### src/rtl/regfile_scoreboard.sv
// Multi-port register file with write-through bypass, hardwired r0 and a
// per-register pending-write scoreboard feeding the hazard logic.
module regfile_scoreboard #(
  parameter int ADDR_WIDTH = 5,
  parameter int DATA_WIDTH = 32,
  parameter int NUM_READ   = 2,
  parameter int NUM_WRITE  = 2
) (
  input  logic                             clk,
  input  logic                             rst,
  input  logic [NUM_READ*ADDR_WIDTH-1:0]   source_regs,
  output logic [NUM_READ*DATA_WIDTH-1:0]   read_data,
  output logic [NUM_READ-1:0]              read_ready,
  input  logic [NUM_WRITE-1:0]             reg_write_en,
  input  logic [NUM_WRITE*ADDR_WIDTH-1:0]  destination_regs,
  input  logic [NUM_WRITE*DATA_WIDTH-1:0]  write_data,
  input  logic                             issue_en,
  input  logic [ADDR_WIDTH-1:0]            issue_reg,
  output logic                             issue_stall,
  output logic [ADDR_WIDTH:0]              busy_count
);

  localparam int NREG = 2 ** ADDR_WIDTH;

  logic [DATA_WIDTH-1:0] regs_q [NREG];
  logic [NREG-1:0]       busy_q, busy_d;
  logic [NREG-1:0]       wr_hit;
  logic [ADDR_WIDTH:0]   busy_count_q, busy_count_d;
  logic                  issue_ok;

  // Registers targeted by any enabled write port this cycle (r0 excluded).
  always_comb begin
    wr_hit = '0;
    for (int w = 0; w < NUM_WRITE; w++) begin
      if (reg_write_en[w] && destination_regs[w*ADDR_WIDTH +: ADDR_WIDTH] != '0)
        wr_hit[destination_regs[w*ADDR_WIDTH +: ADDR_WIDTH]] = 1'b1;
    end
  end

  assign issue_stall = issue_en && (issue_reg != '0) && busy_q[issue_reg] && !wr_hit[issue_reg];
  assign issue_ok    = issue_en && !issue_stall && (issue_reg != '0);

  // Writes release first, then a same-cycle issue re-reserves for the new producer.
  always_comb begin
    busy_d = busy_q & ~wr_hit;
    if (issue_ok)
      busy_d[issue_reg] = 1'b1;
    busy_d[0] = 1'b0;
  end

  always_comb begin
    busy_count_d = '0;
    for (int r = 0; r < NREG; r++)
      busy_count_d = busy_count_d + {{ADDR_WIDTH{1'b0}}, busy_d[r]};
  end

  // Ascending port order: the later non-blocking assignment wins on a collision.
  always_ff @(posedge clk or posedge rst) begin
    if (rst) begin
      for (int r = 0; r < NREG; r++)
        regs_q[r] <= '0;
      busy_q       <= '0;
      busy_count_q <= '0;
    end else begin
      for (int w = 0; w < NUM_WRITE; w++) begin
        if (reg_write_en[w] && destination_regs[w*ADDR_WIDTH +: ADDR_WIDTH] != '0)
          regs_q[destination_regs[w*ADDR_WIDTH +: ADDR_WIDTH]] <= write_data[w*DATA_WIDTH +: DATA_WIDTH];
      end
      busy_q       <= busy_d;
      busy_count_q <= busy_count_d;
    end
  end

  assign busy_count = busy_count_q;

  generate
    for (genvar gi = 0; gi < NUM_READ; gi++) begin : g_read
      logic [ADDR_WIDTH-1:0] src;
      logic [DATA_WIDTH-1:0] rd;
      logic                  rdy;

      assign src = source_regs[gi*ADDR_WIDTH +: ADDR_WIDTH];

      always_comb begin
        rd  = regs_q[src];
        rdy = !busy_q[src];
        for (int w = 0; w < NUM_WRITE; w++) begin
          if (reg_write_en[w] && destination_regs[w*ADDR_WIDTH +: ADDR_WIDTH] == src) begin
            rd  = write_data[w*DATA_WIDTH +: DATA_WIDTH];
            rdy = 1'b1;
          end
        end
        if (src == '0) begin
          rd  = '0;
          rdy = 1'b1;
        end
      end

      assign read_data[gi*DATA_WIDTH +: DATA_WIDTH] = rd;
      assign read_ready[gi] = rdy;
    end
  endgenerate

endmodule

### config.mk
export PLATFORM = sky130hd
export DESIGN_NAME = regfile_scoreboard
export DESIGN_NICKNAME = d
export VERILOG_FILES = /design/src/rtl/regfile_scoreboard.sv
export SDC_FILE = /design/constraint.sdc
export NUM_CORES = 2
export LEC_CHECK = 0
export BUFFER_PORTS_ARGS = -buffer_cell sky130_fd_sc_hd__buf_2
export CAP_MARGIN = 20
export CORE_MARGIN = 8
export CORE_UTILIZATION = 52
export CTS_CLUSTER_SIZE = 20
export DETAILED_ROUTE_END_ITERATION = 10
export PLACE_DENSITY = 0.72
export SLEW_MARGIN = 20
export SYNTH_ARGS = -nofsm -noshare
export SYNTH_HDL_FRONTEND = slang
export SYNTH_SLANG_ARGS = --single-unit
### constraint.sdc
create_clock -name clk -period 68.8 [get_ports clk]
set_input_delay 3.44 -clock clk [delete_from_list [all_inputs] [get_ports clk]]
set_output_delay 3.44 -clock clk [all_outputs]
set_load 0.005 [all_outputs]
## After elaboration in Yosys (flattened, before gate mapping)

Index checks and enable logic that the tools add are counted.
W data, S select, Z words.

| word-level totals | value |
|---|---|
| register bits | 1,061 |
| input bits | 94 |
| output and inout bits | 73 |
| logic and storage cells | 158 |

| operators by class | value |
|---|---|
| add/sub/neg operators | 30 |
| magnitude comparators | 14 |
| equality and inequality tests | 4 |
| muxes and demuxes | 43 |
| bitwise logic cells | 8 |
| reductions and logical operators | 25 |

Operators with widths:

| cell | count |
|---|---|
| $bwmux W1024 | 2 |
| $mux W1024 | 2 |
| $mux W32 | 15 |
| $bmux W32 S5 | 2 |
| $demux W32 S5 | 2 |
| $add A6 B1 Y6 | 25 |
| $or A32 B32 Y32 | 2 |
| $and A32 B32 Y32 | 1 |
| $not A32 Y32 | 1 |
| $lt A5 B6 Y1 const B | 5 |
| $ge A6 B6 Y1 const B | 4 |
| $not A5 Y6 | 4 |
| $bmux W1 S5 | 4 |
| $eq A5 B5 Y1 | 4 |
| $logic_and A1 B1 Y1 | 16 |
| $demux W1 S5 | 3 |
| $ge A5 B1 Y1 const B | 3 |
| $reduce_bool A5 Y1 | 3 |
| $mux W1 | 13 |
| $lt A6 B1 Y1 const B | 2 |
| $logic_not A5 Y1 | 2 |
| $add A5 B1 Y6 | 1 |
| $add A4 B1 Y5 | 1 |
| $add A3 B1 Y4 | 1 |
| 3 further kinds | 6 |

## Depth between registers and ports, before layout

| logic depth | value |
|---|---|
| depth after elaboration | 45 |
| mapped depth | 26 |
| gate-level depth less buffers | 22 |

## Worst setup path before layout

OpenSTA, ideal clock, no wires.

| timing | value |
|---|---|
| path type | input to register |
| start | input destination_regs[6] |
| end | register busy_count_q[4] (netlist: busy_count[4]) |
| arrival time | 10,073 ps |
| data required time | 68,720 ps |
| setup slack | 58,647 ps |
| cell stages on the path | 25 |
| path buffers | 3 |
| path through | buf_2 -> and2_1 -> buf_4 -> a22oi_4 -> nor2_1 -> or4_1 -> a32o_1 -> nor4_4 -> buf_2 -> o21ai_1 -> fa_1 -> inv_1 -> fa_1 -> fa_1 -> inv_1 -> fa_1 -> fa_1 -> inv_1 -> fa_1 -> inv_1 -> fa_1 -> fa_1 -> a21o_1 -> a21oi_1 -> xnor2_1 |

RTL lines:

| element | line | source |
|---|---|---|
| start, declared | 15 | `input logic [NUM_WRITE*ADDR_WIDTH-1:0] destination_regs,` |
| $lt A5 B6 Y1 (implied by the code) or $ge A5 B1 Y1 (tied branches) | 36 | `wr_hit[destination_regs[w*ADDR_WIDTH +: ADDR_WIDTH]] = 1'b1;` |
| $logic_and A1 B1 Y1 (implied by the code) | 36 |  |
| $mux W1 (implied by the code) | 36 |  |
| $demux W1 S5 | 36 |  |
| $or A32 B32 Y32 (no line) | n/a |  |
| $mux W32 * | 35 | `if (reg_write_en[w] && destination_regs[w*ADDR_WIDTH +: ADDR_WIDTH] != '0)` |
| $bmux W1 S5 * | 40 | `assign issue_stall = issue_en && (issue_reg != '0) && busy_q[issue_reg] && !wr_hit[issue_reg];` |
| $mux W1 (implied by the code) * | 40 |  |
| $logic_not A1 Y1 * | 40 |  |
| $logic_and A1 B1 Y1 * | 40 |  |
| net issue_stall | 19 | `output logic issue_stall,` |
| $logic_not A1 Y1 * | 41 | `assign issue_ok = issue_en && !issue_stall && (issue_reg != '0);` |
| $logic_and A1 B1 Y1 * (2 in series) | 41 |  |
| $mux W32 * | 46 | `if (issue_ok)` |
| net busy_d[12] | 26 | `logic [NREG-1:0] busy_q, busy_d;` |
| $add A6 B1 Y6 * (20 in series) | 54 | `busy_count_d = busy_count_d + {{ADDR_WIDTH{1'b0}}, busy_d[r]};` |
| net busy_count_d[4] | 28 | `logic [ADDR_WIDTH:0] busy_count_q, busy_count_d;` |
| end signal, assigned | 70 | `busy_count_q <= busy_count_d;` |
| end, declared | 28 |  |

Mark *: on every way through the listed nets, which the timed path passes. The rest lies on a longest branch. The select of a mux whose other input is x is not followed.

## Worst setup path in the final report

| timing | value |
|---|---|
| start | input source_regs[6] |
| end | output read_data[38] |

| between the ends | value |
|---|---|
| longest elaborated chain between the ends | 7 |

Ends and longest elaborated chain:

| element | line | source |
|---|---|---|
| start, declared | 11 | `input logic [NUM_READ*ADDR_WIDTH-1:0] source_regs,` |
| $not A5 Y6 (implied by the code) | 85 | `rd = regs_q[src];` |
| $bmux W32 S5 | 85 |  |
| $mux W32 (implied by the code) (2 in series) | 85 |  |
| $mux W32 (2 in series) | 88 | `if (reg_write_en[w] && destination_regs[w*ADDR_WIDTH +: ADDR_WIDTH] == src) begin` |
| $mux W32 * | 93 | `if (src == '0) begin` |
| end, declared | 12 | `output logic [NUM_READ*DATA_WIDTH-1:0] read_data,` |

Mark *: on every way between the ends. The rest lies on a longest branch, timed or not. The select of a mux whose other input is x is not followed.

==> metrics.txt <==
outcome completed; post-route ant nets 0; HP Class register to register; Buf/Inv on CP 5; Final setup viols 0; CP required between 60 and 70 ns; Fin. Hold Viols 0; synth-to-layout area growth 7.947%; vias in the first global route about 53,000; Crit-path slowest cell buf_4; clock sinks 1,061; Reg-to-Reg End busy_count[4]; clock-pin slew of the registers on the worst-case setup and hold paths 0.06 ns; final core utilization 0.5649; Tcrit/Tclk final 0.1658; Worst Path Arrival 7.97 ns; initial antenna violation count 15; M1 WL 88.34 mm; Initial Utilization 0.5233; depth of the CTS H-tree 3; Hold Path End regs_q[997]; placed cell areas 68,920 um2; largest net degree at the start of global routing 165; critical-path cell list buf_8, buf_4, buf_4, buf_4, mux4_2, mux4_2, mux2i_1, a21oi_1, a21o_1, buf_2; die area 141,900 um2; Die X 376.7 um; worst slew pin tran 1.185 ns; grt ovf 0; Leak 30.78 nW; number of synthesized register bits between 1,000 and 1,500; RSZ-0062 raised after global routing no; Syn Inst Count roughly 6,200; register area 26,550 um2; Worst Reg-to-Reg Cells 22; maximum single-stage delay on the critical path 0.87 ns; Buffers on Ports 166; Post-Synthesis Cell Area ~68,000 um2; vias per inst 7.139; Netlist cell types between 60 and 70; Detailed Place HPWL 135.1 mm; Fmax a little under 90 MHz; final net count 5,920; met3 WL post-DR 34.28 mm; setup tns final 0 ns; Reg2Reg Setup Slack 61.68 ns; Worst R2R Start busy_q[10]; first-pass GRT wire length 363.4 mm; maxcap violations 0; Ports between 150 and 200; CP startpoint kind input port; min-delay src regs_q[997]; clock latency on the worst-skew pair between 0.7 and 0.8 ns; Met2 Wirelength roughly 110 mm; cell mode on critical path buf_4; syn nets 6,347; sequential area share after synthesis 0.3923; all-layer global routing usage 0.3415; Synthesis Warnings 0; gpl congestion 0.9132; Core ar. about 130,000 um2; WL/cell 32.41 um; # rows between 100 and 150; Slew HR 0.2097; DRT Pass-1 Iters 7; CTS hold repair buffers 0; Fillers 10,599; overall routed net length 247.8 mm; Peak supply drop 44.45 uV; delay-heaviest family, CP buffers and inverters; Pwr Total around 2.3 mW; DRC 0; Pwr Density 31.69 nW/um2; Crit. End Element output pin; Slew Limit Fails 0; Post-CTS Resized 0; min Tclk post-route 11.41 ns; cts bufs inserted between 100 and 150; vias post-DR 54,580; asr flop ratio synth 1.000; root buffer cell clkbuf_16; multi-input logic area 38,390 um2; WHS Path Cells 0; CTS tree built; critical path peak fanout 57; kind of critical path input port to output pin; Post-synth EDFFs 0; top_reg_cell synth dfrtp_1; clk_skew 0.02480 ns; clk buf depth 3; Syn Area/Cell between 10 and 15 um2; postcts setup bufs 0; post-route cell area 73,050 um2; drt initial violations between 8,000 and 9,000; share of cells above drive strength 1 0.2046; top layer in use met5; hold slack 0.3976 ns; Die H 376.7 um
==> power by group <==
part	switching (mW)	internal, mW	leakage [nW]	total [mW]
clock network	0.275	0.400	2.01	0.675
registers	0.135	0.789	13.0	0.924
logic	0.340	0.376	15.7	0.716
total	0.750	1.56	30.8	2.32
==> placed cells by master, fill, tap and decap left out, types with 13 or more instances in the layout <==
cell	count
a21o_1	34
a21oi_1	570
a221o_1	32
a22oi_1	33
a32oi_1	64
buf_2	156
buf_4	98
clkbuf_1	23
clkbuf_16	118
clkbuf_8	38
clkinv_2	14
dfrtp_1	1061
fa_1	23
inv_1	26
mux2i_1	917
mux4_2	661
nand2_1	545
nand2_4	24
nand3_1	33
nand4_1	13
nor2_1	579
nor2_4	28
o21ai_0	551
o21ai_1	21
xor2_1	17
==> cell type report <==
cell class                      count  share of cell area
Clock inverter                     37            0.007382
Multi-Input combinational cell   4325              0.5255
Tap cell                         1742             0.02984
Inverter                           28            0.001542
Antenna cell                        8           0.0002741
Timing Repair Buffer              265             0.02326
Clock buffer                      179             0.04876
Sequential cell                  1061              0.3635
==> synthesized netlist by cell type, types with 8 or more instances <==
| master | instances | area, um2 |
|---|---|---|
| nand2_1 | 571 | 2143 |
| clkbuf_1 | 640 | 2402 |
| a21oi_1 | 570 | 2853 |
| a22oi_1 | 33 | 247.7 |
| a32oi_1 | 64 | 560.5 |
| o31ai_1 | 12 | 90.09 |
| a221o_1 | 32 | 320.3 |
| buf_2 | 45 | 225.2 |
| inv_1 | 27 | 101.4 |
| o21ai_0 | 551 | 2758 |
| nand3b_1 | 12 | 90.09 |
| mux4_2 | 661 | 14890 |
| nor2_1 | 607 | 2278 |
| nand3_1 | 35 | 175.2 |
| buf_1 | 98 | 367.9 |
| nand2b_1 | 12 | 75.07 |
| a21o_1 | 34 | 255.2 |
| nand4_1 | 13 | 81.33 |
| nor2b_1 | 12 | 75.07 |
| xor2_1 | 17 | 148.9 |
| clkbuf_2 | 21 | 105.1 |
| o21ai_1 | 21 | 105.1 |
| o221ai_1 | 8 | 70.07 |
| nor4_1 | 8 | 50.05 |
| dfrtp_1 | 1061 | 26550 |
| mux2i_1 | 917 | 9179 |
| fa_1 | 23 | 460.4 |
==> metal layers <==
| layer | vias to the layer above | global-route usage |
|---|---|---|
| li1 | 22038 | - |
| met1 | 27255 | 0.4430 |
| met2 | 4261 | 0.5044 |
| met3 | 1013 | 0.1165 |
| met4 | 13 | 0.1886 |
| met5 | - | 0.003031 |
==> sequential cells by signal (all words and copies together), names as in the netlist <==
| register | flops |
|---|---|
| busy_count | 6 |
| regs_q | 1024 |
| busy_q | 31 |
==> cells by family (layout without fill, tap and decap cells) <==
group,after synthesis,after routing,synth area share
AOI/OAI and AO/OA,1371,1371,0.1134
buffers and inverters,837,509,0.04792
DFF,1061,1061,0.3923
other,0,8,0
muxes,1584,1584,0.3566
adders and majority gates,30,30,0.008098
and+or+nand+nor,1317,1317,0.07865
xor gates and xnor gates,23,23,0.002977
==> stage by stage <==
step | std cells | worst slack, ns
2_1_floorplan | 6223 | 35.49
3_3_place_gp | 7421 | 57.35
3_5_place_dp | 7421 | 57.18
4_1_cts | 7637 | 57.61
5_1_grt | 7638 | 57.31
6_report | 7645 | 57.39
==> worst max path at each step <==
stage | start | to | slack, ns | cells past startpoint
6_report | source_regs[6] | read_data[38] | 57.39 | 10
2_1_floorplan | rst | busy_count[0] | 35.49 | 1
4_1_cts | source_regs[0] | read_data[2] | 57.61 | 10
3_3_place_gp | destination_regs[3] | busy_count[4] | 57.35 | 24
5_1_grt | source_regs[0] | read_data[2] | 57.31 | 10
3_5_place_dp | destination_regs[3] | busy_count[4] | 57.18 | 24
Note: power is estimated with default switching activity, not from simulation.
